## config.mk

```make
export PLATFORM = sky130hd
export DESIGN_NAME = trivium_block_gen_flat
export DESIGN_NICKNAME = d
export VERILOG_FILES = /design/src/rtl/trivium_pkg.sv /design/src/rtl/trivium_block_gen_if.sv /design/src/rtl/trivium_step.sv /design/src/rtl/trivium_block_gen.sv /design/src/flat_wrapper.sv
export SDC_FILE = /design/constraint.sdc
export NUM_CORES = 1
export LEC_CHECK = 0
export CORE_MARGIN = 3
export CORE_UTILIZATION = 45
export DETAILED_ROUTE_END_ITERATION = 8
export GPL_ROUTABILITY_DRIVEN = 0
export GPL_TIMING_DRIVEN = 0
export PLACE_DENSITY = 0.69
export SLEW_MARGIN = 20
export SYNTH_ARGS = -nofsm -noshare
export SYNTH_HDL_FRONTEND = slang
export SYNTH_SLANG_ARGS = --single-unit
```

## constraint.sdc

```tcl
create_clock -name clk -period 13.52 [get_ports clk]
set_input_delay 4.056 -clock clk [delete_from_list [all_inputs] [get_ports clk]]
set_output_delay 4.056 -clock clk [all_outputs]
set_load 0.01 [all_outputs]
```

## src/rtl/trivium_pkg.sv

```systemverilog
// Shared constants, tap positions and FSM encoding for the Trivium block generator.
package trivium_pkg;

    localparam int STATE_W    = 288;
    localparam int KEY_W      = 80;
    localparam int IV_W       = 80;
    localparam int INIT_STEPS = 1152;

    localparam int TAP_66  = 66;
    localparam int TAP_93  = 93;
    localparam int TAP_91  = 91;
    localparam int TAP_92  = 92;
    localparam int TAP_171 = 171;
    localparam int TAP_162 = 162;
    localparam int TAP_177 = 177;
    localparam int TAP_175 = 175;
    localparam int TAP_176 = 176;
    localparam int TAP_264 = 264;
    localparam int TAP_243 = 243;
    localparam int TAP_288 = 288;
    localparam int TAP_286 = 286;
    localparam int TAP_287 = 287;
    localparam int TAP_69  = 69;

    typedef enum logic [1:0] {
        LOAD,
        WARMUP,
        GEN,
        DONE
    } gen_state_e;

    // Bit i of the vector holds s(i+1); key/iv MSB lands in s1 / s94.
    function automatic logic [STATE_W-1:0] load_state(
        input logic [KEY_W-1:0] key,
        input logic [IV_W-1:0]  iv
    );
        logic [STATE_W-1:0] s;
        s = '0;
        for (int i = 0; i < KEY_W; i++) begin
            s[i]      = key[KEY_W-1-i];
            s[93 + i] = iv[IV_W-1-i];
        end
        s[STATE_W-1 -: 3] = 3'b111;
        return s;
    endfunction

endpackage

```

## src/rtl/trivium_block_gen_if.sv

```systemverilog
// Controller <-> block generator bundle: key/iv/next_block in, end_o/block_o out.
interface trivium_block_gen_if #(
    parameter int BLOCK_W = 64
);
    import trivium_pkg::*;

    logic [KEY_W-1:0]   key;
    logic [IV_W-1:0]    iv;
    logic               next_block;
    logic               end_o;
    logic [BLOCK_W-1:0] block_o;

    modport master (
        output key, iv, next_block,
        input  end_o, block_o
    );

    modport slave (
        input  key, iv, next_block,
        output end_o, block_o
    );

endinterface

```

## src/rtl/trivium_step.sv

```systemverilog
// One combinational Trivium step: next 288-bit state plus keystream bit z.
module trivium_step
    import trivium_pkg::*;
(
    input  logic [STATE_W-1:0] cur,
    output logic [STATE_W-1:0] nxt,
    output logic               z
);

    logic t1, t2, t3;
    logic a1, a2, a3;

    always_comb begin
        a1 = cur[TAP_66-1]  ^ cur[TAP_93-1];
        a2 = cur[TAP_162-1] ^ cur[TAP_177-1];
        a3 = cur[TAP_243-1] ^ cur[TAP_288-1];
        z  = a1 ^ a2 ^ a3;
        t1 = a1 ^ (cur[TAP_91-1]  & cur[TAP_92-1])  ^ cur[TAP_171-1];
        t2 = a2 ^ (cur[TAP_175-1] & cur[TAP_176-1]) ^ cur[TAP_264-1];
        t3 = a3 ^ (cur[TAP_286-1] & cur[TAP_287-1]) ^ cur[TAP_69-1];
        nxt = {cur[286:177], t2, cur[175:93], t1, cur[91:0], t3};
    end

endmodule

```

## src/rtl/trivium_block_gen.sv

```systemverilog
// Trivium keystream block generator: LOAD -> WARMUP -> GEN -> DONE, 64-bit blocks.
// Optional block_count output when TRIVIUM_BLOCK_COUNT_EN is defined.
module trivium_block_gen
    import trivium_pkg::*;
#(
    parameter int BITS_PER_CYCLE = 1,
    parameter int BLOCK_W        = 64
) (
    input  logic                clk,
    input  logic                rst,
    trivium_block_gen_if.slave  bus
`ifdef TRIVIUM_BLOCK_COUNT_EN
    ,
    output logic [31:0]         block_count
`endif
);

    localparam int B        = BITS_PER_CYCLE;
    localparam int WARM_CYC = INIT_STEPS / B;
    localparam int GEN_CYC  = BLOCK_W / B;
    localparam logic [10:0] WARM_LAST = 11'(WARM_CYC - 1);
    localparam logic [10:0] GEN_LAST  = 11'(GEN_CYC - 1);

    logic [1:0]         rst_sync;
    logic               rst_n_i;
    gen_state_e         state_q, state_d;
    logic [10:0]        cnt_q, cnt_d;
    logic [STATE_W-1:0] s_q, s_d, s_step;
    logic [BLOCK_W-1:0] sh_q, sh_d, sh_gen;
    logic [BLOCK_W-1:0] blk_q, blk_d;
    logic               end_q, end_d;
    logic [B-1:0]       zs;

    // Assertion is immediate; release reaches the core two edges later.
    always_ff @(posedge clk or negedge rst) begin
        if (!rst) rst_sync <= 2'b00;
        else      rst_sync <= {rst_sync[0], 1'b1};
    end

    assign rst_n_i = rst_sync[1];

    for (genvar i = 0; i < B; i++) begin : g_step
        logic [STATE_W-1:0] cur;
        logic [STATE_W-1:0] nxt;
        if (i == 0) begin : g_first
            assign cur = s_q;
        end else begin : g_rest
            assign cur = g_step[i-1].nxt;
        end
        trivium_step u_step (
            .cur (cur),
            .nxt (nxt),
            .z   (zs[i])
        );
    end

    assign s_step = g_step[B-1].nxt;

    always_comb begin
        sh_gen = sh_q;
        for (int i = 0; i < B; i++) begin
            sh_gen = {sh_gen[BLOCK_W-2:0], zs[i]};
        end
    end

    always_comb begin
        state_d = state_q;
        cnt_d   = cnt_q;
        s_d     = s_q;
        sh_d    = sh_q;
        blk_d   = blk_q;
        end_d   = end_q;
        unique case (state_q)
            LOAD: begin
                s_d     = load_state(bus.key, bus.iv);
                cnt_d   = '0;
                state_d = WARMUP;
            end
            WARMUP: begin
                s_d = s_step;
                if (cnt_q == WARM_LAST) begin
                    cnt_d   = '0;
                    state_d = GEN;
                end else begin
                    cnt_d = cnt_q + 11'd1;
                end
            end
            GEN: begin
                s_d  = s_step;
                sh_d = sh_gen;
                if (cnt_q == GEN_LAST) begin
                    cnt_d   = '0;
                    blk_d   = sh_gen;
                    end_d   = 1'b1;
                    state_d = DONE;
                end else begin
                    cnt_d = cnt_q + 11'd1;
                end
            end
            DONE: begin
                if (bus.next_block) begin
                    end_d   = 1'b0;
                    cnt_d   = '0;
                    state_d = GEN;
                end
            end
            default: state_d = LOAD;
        endcase
    end

    always_ff @(posedge clk or negedge rst_n_i) begin
        if (!rst_n_i) begin
            state_q <= LOAD;
            cnt_q   <= '0;
            s_q     <= '0;
            sh_q    <= '0;
            blk_q   <= '0;
            end_q   <= 1'b0;
        end else begin
            state_q <= state_d;
            cnt_q   <= cnt_d;
            s_q     <= s_d;
            sh_q    <= sh_d;
            blk_q   <= blk_d;
            end_q   <= end_d;
        end
    end

    assign bus.end_o   = end_q;
    assign bus.block_o = blk_q;

`ifdef TRIVIUM_BLOCK_COUNT_EN
    logic [31:0] blk_cnt_q;

    always_ff @(posedge clk or negedge rst_n_i) begin
        if (!rst_n_i) begin
            blk_cnt_q <= '0;
        end else if (state_q == GEN && state_d == DONE) begin
            blk_cnt_q <= blk_cnt_q + 32'd1;
        end
    end

    assign block_count = blk_cnt_q;
`endif

endmodule

```

## src/flat_wrapper.sv

```systemverilog
// flat-port wrapper written by rule: the top's interface ports become plain ports
module trivium_block_gen_flat import trivium_pkg::*;
#(
    parameter int BITS_PER_CYCLE = 1,
    parameter int BLOCK_W        = 64
)
  (clk, rst, bus_key, bus_iv, bus_next_block, bus_end_o, bus_block_o);
  trivium_block_gen_if #(.BLOCK_W(BLOCK_W)) bus_i ();
  input  logic clk;
  input  logic rst;
  input wire logic [$bits(bus_i.key)-1:0] bus_key;
  input wire logic [$bits(bus_i.iv)-1:0] bus_iv;
  input wire logic [$bits(bus_i.next_block)-1:0] bus_next_block;
  output wire logic [$bits(bus_i.end_o)-1:0] bus_end_o;
  output wire logic [$bits(bus_i.block_o)-1:0] bus_block_o;
  assign bus_i.key = bus_key;
  assign bus_i.iv = bus_iv;
  assign bus_i.next_block = bus_next_block;
  assign bus_end_o = bus_i.end_o;
  assign bus_block_o = bus_i.block_o;
  trivium_block_gen #(.BITS_PER_CYCLE(BITS_PER_CYCLE), .BLOCK_W(BLOCK_W)) u_core (.clk(clk), .rst(rst), .bus(bus_i));
endmodule
```

* Word level (Yosys, flattened, before mapping)
Cells that the tools add are included.
** Storage, ports and cells
- Memories kept :: 0
- Bits of input ports :: 163
- Memory bits (read-only) :: 0
- Logic and storage cells :: 49
- RAM bits :: 0
- Output and inout bits :: 65
- Register bits after elaboration :: 431
- Latch bits :: 0
** Operators by class
- Order comparisons :: 0
- Bitwise operators :: 14
- Add/subtract/negate cells :: 1
- Div/mod/pow operators :: 0
- Reductions and logical operators :: 7
- Muxes and demuxes :: 12
- Multiply operators :: 0
- Shift operators :: 0
- Equal/unequal tests :: 8
** Operator list (number)
- $pmux 288 s2 :: 1
- $pmux 11 s4 :: 1
- $mux 11 :: 3
- $add 11x1->11 const B :: 1
- $eq 11x11->1 const B :: 1
- $eq 11x6->1 const B :: 1
- $xor 1x1->1 :: 11
- $pmux 2 s4 :: 1
- $mux 2 :: 3
- $reduce_and 3->1 :: 2
- $eq 2x2->1 const B :: 2
- $ne 2x1->1 const B :: 2
- $reduce_bool 2->1 :: 2
- $and 1x1->1 :: 3
- $eq 2x1->1 const B :: 1
- $logic_not 2->1 :: 1
- $mux 1 :: 2
- $ne 2x2->1 const B :: 1
- $pmux 1 s2 :: 1
- $reduce_and 2->1 :: 1
- $reduce_or 2->1 :: 1

* Depth between registers and ports, before layout
- Depth in word-level cells :: 4
- Gate-level depth with buffers :: 8
- Depth with buffers taken out :: 6

* By module
Synthesis repeated with hierarchy kept, for this count alone.
** Unflattened totals
- Cell total of the unflattened synthesis :: 1647
- Area total of the unflattened synthesis :: 19607.6 um2
** By module, submodules not included
- trivium_block_gen :: cells each 1349, sequential area each 10785.3 um2, times used 1, area an instance 17299.1 um2
- trivium_step :: cells each 298, sequential area each 0.0 um2, times used 1, area an instance 2308.5 um2

* Worst setup path after synthesis
No wires, ideal clock.
- Kind :: input to register
- Start point :: in bus_next_block
- End point :: reg u_core.cnt_q[7]
- Data required time :: 13.401 ns
- Setup slack :: 8.602 ns
- Stages on the path :: 5
- Arrival :: 4.799 ns
- Library setup time :: 0.119 ns
- Buffers on the path :: 1
- Path through :: nand2b_1 > nand2b_1 > clkbuf_1 > nor3b_1 > o21a_1
** On the way
- Cells in the longest elaborated chain, start to end :: 1
** RTL lines
- from (decl) :: RTL line flat_wrapper.sv:13 : input wire logic [$bits(bus_i.next_block)-1:0] bus_next_block;
- $ne 2x2->1 (no line)
- to (signal assigned) :: RTL line trivium_block_gen.sv:121 : cnt_q <= cnt_d;
- to (decl) :: RTL line trivium_block_gen.sv:27 : logic [10:0] cnt_q, cnt_d;
Every way passes these cells.
A chain may end at the register's enable or synchronous reset.

* Worst setup path in the final report
- Start point :: reg u_core.end_q (netlist: u_core.bus.end_o)
- End point :: out bus_end_o
** RTL lines
- from (decl) :: RTL line trivium_block_gen.sv:31 : logic end_q, end_d;
- from (signal assigned) :: RTL line trivium_block_gen.sv:125 : end_q <= end_d;
- to (decl) :: RTL line flat_wrapper.sv:14 : output wire logic [$bits(bus_i.end_o)-1:0] bus_end_o;
No word-level cell between the ends.

==> metrics <==
Slew Limit Fails 0; Syn Std Cell Area 18200 sq um; vias per cell 5.16; GRT Overall Usage 18.7%; area of the multi-input gates 6880 sq um; relative slew slack 44.6%; CP Launch Type flop; Yosys warnings 0; Die Wd 207 um; Post-synth EDFFs 0; global route overflow 0; FF+latch area 10800 sq um; vias in the first global route 12800; largest family of logic cells by synthesized area multiplexers; Final min period 5.59 ns; CP Max Fanout 3; Synth Area in Compound Gates 9.20%; postcts setup bufs 0; Die H 207 um; synthesized-area fraction occupied by adder cells 0.343%; largest net degree at the start of global routing 61; DR WL/cell 16.3 um; #FFs+latches synth 431; period utilization 41.3%; Post-Synth XOR/XNOR Area 0.584%; Inst Count DP 2389; number of sinks on the clock net 431; # port buffers 227; drt pass-1 iters 7; final WL 40300 um; CTS tree yes; Post-Synth Simple-Gate Area 10.1%; critical path type reg2out; HPWL Detailed 28100 um; Clk pin slew, worst setup/hold paths 0.06 ns; post-synthesis mux area share 17.5%; Clock Latency Late Sink 0.58 ns; # hold bufs at CTS 0; first-iteration detailed-routing DRC count 709; Synth Area per Inst 11.2 sq um; critical path arrival 1.53 ns; largest cells by area after synthesis dfrtp_1 59%, mux2i_1 8.8%, nand2_1 8.6%; Seq/Total Area, Yosys 59.2%; Worst EP required 9.46 ns; slowest stage cell, crit path clkdlybuf4s50_1; ys async rst share 100%; slew at the pin closest to its max-slew limit 0.832 ns; CTS buffer count 45; synthesized net count 1797; vias 12800; Top delay family on crit path buffers and inverters; FILL cells 3329; endpoints failing setup 0; Root Buffer clkbuf_16; RSZ-0062 raised after global routing no; Gates resized, CTS repair 0; Detail Route Antenna Nets 0; # DRC 0; total power 2.63 mW; Cells after Synth 1629; CTS Buffer Depth 3; Worst VDD drop 0.0000803 V; Final #Nets 2079; Initial Util 45.8%; Hold Path Class reg2reg; initial antenna violation count 1; Cell variety after synth 41; core area 39800 sq um; max-cap violations 0; worst-path cell chain clkdlybuf4s50_1; Worst Path Buf+Inv 1; H-Tree Depth 2; Top FF cell, synth dfrtp_1; max incr delay on CP 0.59 ns; I/O pins 228; Finished Layout Cells 2472; leakage 10.8 nW; ratio of cells with drive above 1 in the final layout 13.0%; area leader, netlist dfrtp_1; FMAX 179 MHz; power per cell area 115 nW/um^2; Final Hold Viols 0; clk_skew 0.0238 ns; die area 42900 sq um; first-pass GRT wire length 67000 um; outcome finished, final reports clean; # rows 73; area grow syn2layout 25.5%; element type at the critical path end output pin; Yosys top cell area share 59.2%
synth_stat cells, types with 2 or more instances:
cell / n
xnor3_1: 2
o311ai_0: 3
nand3_1: 4
nor2b_1: 2
inv_1: 6
xnor2_1: 7
nor2_1: 8
nor3_1: 3
o31ai_1: 4
o21a_1: 3
clkbuf_1: 66
mux2_2: 77
o21ai_0: 289
nand2b_1: 2
buf_1: 2
a211oi_1: 2
buf_2: 40
mux2_4: 48
nor4b_2: 3
a21oi_1: 6
nand2_1: 418
a21o_1: 6
dfrtp_1: 431
ha_1: 5
a22o_1: 2
and3_1: 3
nor3b_1: 6
nand4_1: 3
buf_6: 7
mux2i_1: 160
layout by cell type (no fill, tap or decap), types with 8 or more instances in the layout:
| master | instances |
|---|---|
| clkbuf_8 | 10 |
| nor2_1 | 8 |
| clkbuf_1 | 80 |
| nand2_1 | 418 |
| dfrtp_1 | 430 |
| clkbuf_16 | 45 |
| clkdlybuf4s50_1 | 227 |
| mux2i_1 | 160 |
| buf_2 | 40 |
| mux2_2 | 77 |
| mux2_4 | 48 |
| o21ai_0 | 289 |
report_power, final:
part,leakage (nW),internal [mW],switching [mW]
logic,5.06,0.0481,0.0309
registers,5.04,1.29,0.00320
clock network,0.738,0.749,0.504
total,10.8,2.09,0.538
cell type report:
type | instances | share of cell area, %
multi-input combinational | 1077 | 30.1
timing repair buffer | 235 | 10.8
clock inverter | 12 | 0.799
tap | 525 | 2.87
sequential | 431 | 47.2
clock buffer | 69 | 5.76
inverter | 6 | 0.0985
antenna | 2 | 0.0219
buffer | 115 | 2.34
worst paths after layout:
| path | start | endpoint | slack [ns] | cells after the start |
|---|---|---|---|---|
| max reg2reg | u_core.state_q[0] | u_core.g_step[0].cur[99] | 10.96 | 7 |
| min reg2reg | u_core.rst_sync[0] | u_core.rst_sync[1] | 0.36 | 0 |
| min | u_core.rst_sync[0] | u_core.rst_sync[1] | 0.36 | 0 |
| min in group asynchronous | u_core.rst_sync[1] | u_core.g_step[0].cur[12] | 0.38 | 0 |
| max | u_core.bus.end_o | bus_end_o | 7.93 | 1 |
| max in group asynchronous | rst | u_core.rst_sync[1] | 9.74 | 1 |
per-layer routing:
| layer | global-route usage [%] | vias up | wire length [um] |
|---|---|---|---|
| met1 | 27.1 | 6354 | 18800 |
| met3 | 3.43 | 47 | 1630 |
| met2 | 29.6 | 240 | 19300 |
| met5 | 0 | - | 0 |
| li1 | - | 6113 | - |
| met4 | 4.28 | 0 | 619 |
stage by stage:
step	setup TNS [ns]	setup slack (ns)	hold WS [ns]	cell area, sq um	util, %
after floorplan	0	0.618	0.331	18200	-
after global placement	-1720.54	-4.06	0.337	21100	53.1
after detailed placement	0	7.91	0.349	21400	53.6
after CTS	0	7.87	0.362	22900	57.4
after global routing	0	7.85	0.363	22900	57.4
final	0	7.93	0.357	22900	57.4
flip-flops by register name, indices dropped and copies added, names as in the netlist:
signal and cells:
u_core.sh_q 63, u_core.rst_sync 2, u_core.bus.end_o 1, u_core.cnt_q 11
u_core.bus.block_o 64, u_core.state_q 2, u_core.g_step.cur 288
kinds of logic (layout without fill, tap and decap cells):
kind of cell,Yosys count,after routing
buffers and inverters,121,437
and+or+nand+nor,458,458
DFF,431,431
muxes,285,285
xor gates and xnor gates,9,9
other,1,3
AOI/OAI and AO/OA,319,319
adders and majority gates,5,5
No activity file was read; power rests on OpenSTA's default activity.
==> patch: new RTL, same flow settings <==
Encoding of `gen_state_e`: now one-hot (4 bits for 4 states).
--- a/src/rtl/trivium_pkg.sv
+++ b/src/rtl/trivium_pkg.sv
@@ -22,11 +22,11 @@
     localparam int TAP_287 = 287;
     localparam int TAP_69  = 69;
 
-    typedef enum logic [1:0] {
-        LOAD,
-        WARMUP,
-        GEN,
-        DONE
+    typedef enum logic [3:0] {
+        LOAD   = 4'b0001,
+        WARMUP = 4'b0010,
+        GEN    = 4'b0100,
+        DONE   = 4'b1000
     } gen_state_e;
 
     // Bit i of the vector holds s(i+1); key/iv MSB lands in s1 / s94.
Function: no difference found for any inputs over 10 cycles, from zero or initial values and one cycle with rst low; not proved beyond that.
==> patch against the unedited design <==
Utilization increased by 1.2 points. Worst setup slack gained 7.0 ps. Cell area fell by 2.2%. Synthesized area down 3.4%. Non-clock buffer count unchanged. Sequential cell count increased by 2. Wire length barely moved. Largest cell class unchanged.
Power is not compared: it rests on default switching activity, and its combinational part moved more than twofold at a synthesized area within 25%.
==> patch: results <==
[hold_path]
hp-class = reg2async

[drt]
dr_wl_met3_um = 3400
drt_iter0_drc = 830
dr_wl_met2_um = 18900
wl_per_cell_um = 16.3
vias_per_cell = 5.22
top_layer = met5
met1Wirelength_um = 17000
drt-pass1-iter-count = 6

[critical_path]
r2r_setup_slack_ps = 11020
crit_path_max_incr_delay_ps = 620
worstPathArrival_ps = 1520
r2r-start = u_core.state_q[0]
regToRegEndpoint = u_core.g_step[0].cur[125]
critPathLaunch = u_core.bus.end_o
cp-endpoint = bus_end_o
path_max_fanout = 2
cpMaxStageDelayCell = clkdlybuf4s50_1
ff2ff_path_depth = 7

[clocking]
clock_latency_ps = 560
postCtsSetupBuffers = 0
clock_path_buffers = 3
cts_max_level = 2
cts_root_buffer = clkbuf_16
path_clk_slew_ps = 60
cts_buffers = 47
cts-resized-gates = 0

[yosys]
yosysSeqAreaShare = 0.615
synth_cell_types = 45
synth_area_leaders = dfrtp_1 61%, nand2_1 13%, a22oi_1 6.7%, mux2_2 5.6%, nand3_1 3.7%
synth_fp_nets = 1807
synthTopCellsByCount = 590 x nand2_1, 432 x dfrtp_1, 157 x a22oi_1, 129 x nand3_1, 88 x mux2_2

[global_route]
grt_first_pass_wirelength_um = 66800
overflow = 0
antenna_found_initial = 7
met1_usage = 0.247
grt_util_all_layers = 0.196
grt_use_met2 = 0.319
grt_max_degree = 57
grt_pass1_vias = 13100
grtUsageMet3 = 0.0712

[pwr]
intPower_mw = 2.87
p_sw_frac = 0.357
seq-power_mw = 1.76
p_comb_mw = 1.40

[outcome]
status = finished clean

[finish]
drive_gt1_frac = 0.137
nets = 2091
largest_register_ffs = 288

[place]
port-buffer-count = 227
dp_hpwl_um = 28400
placed_cell_area_um2 = 20700

[timing]
skew_ps = 11.6
relSlewSlack = 0.513
## patch: cell types whose count changed in the layout (fill, tap and decap cells not counted), sizes merged, moves of 6 or more
cell and change:
inv -8, mux2i -160, clkbuf -14, a22oi +157
nand3 +125, nor3b -6, nand2 +173, buf +14
o21ai -277, nor2 +6
## patch: layout make-up
type	count	area (um^2)
Tap cell	511	639
Multi-Input combinational cell	1095	6250
Fill cell	3176	15800
Clock buffer	69	1420
Sequential cell	433	10800
Antenna cell	3	7.51
Clock inverter	14	174
Buffer	115	523
Timing Repair Buffer	235	2490
## patch: how the worst min path moves through the flow
stage / slack [ps] / cells after the start / to / from
after floorplan: 330 / 0 / u_core.rst_sync[1] / u_core.rst_sync[0]
after detailed placement: 230 / 0 / u_core.bus.block_o[8] / u_core.rst_sync[1]
after global placement: 340 / 0 / u_core.rst_sync[1] / u_core.rst_sync[0]
final: 230 / 0 / u_core.sh_q[8] / u_core.rst_sync[1]
after CTS: 240 / 0 / u_core.bus.block_o[8] / u_core.rst_sync[1]
after global routing: 260 / 0 / u_core.bus.block_o[8] / u_core.rst_sync[1]
## patch: per-stage QoR
| step | setup WS (ps) | instances |
|---|---|---|
| finish | 7940 | 2475 |
| global route | 7880 | 2472 |
| CTS | 7890 | 2472 |
| detailed placement | 7700 | 2389 |
| global placement | -4080 | 2381 |
| floorplan | 560 | 1643 |
## patch: kinds of logic after synthesis
logic type / Yosys count / synth area share
flip-flops: 433 / 0.615
AO/OA/AOI/OAI: 197 / 0.0831
AND/OR/NAND/NOR: 758 / 0.177
XOR/XNOR: 13 / 0.00647
adder cells (fa/ha/maj): 1 / 0.000710
other: 1 / 0.000213
buffers and inverters: 115 / 0.0297
multiplexers: 125 / 0.0878
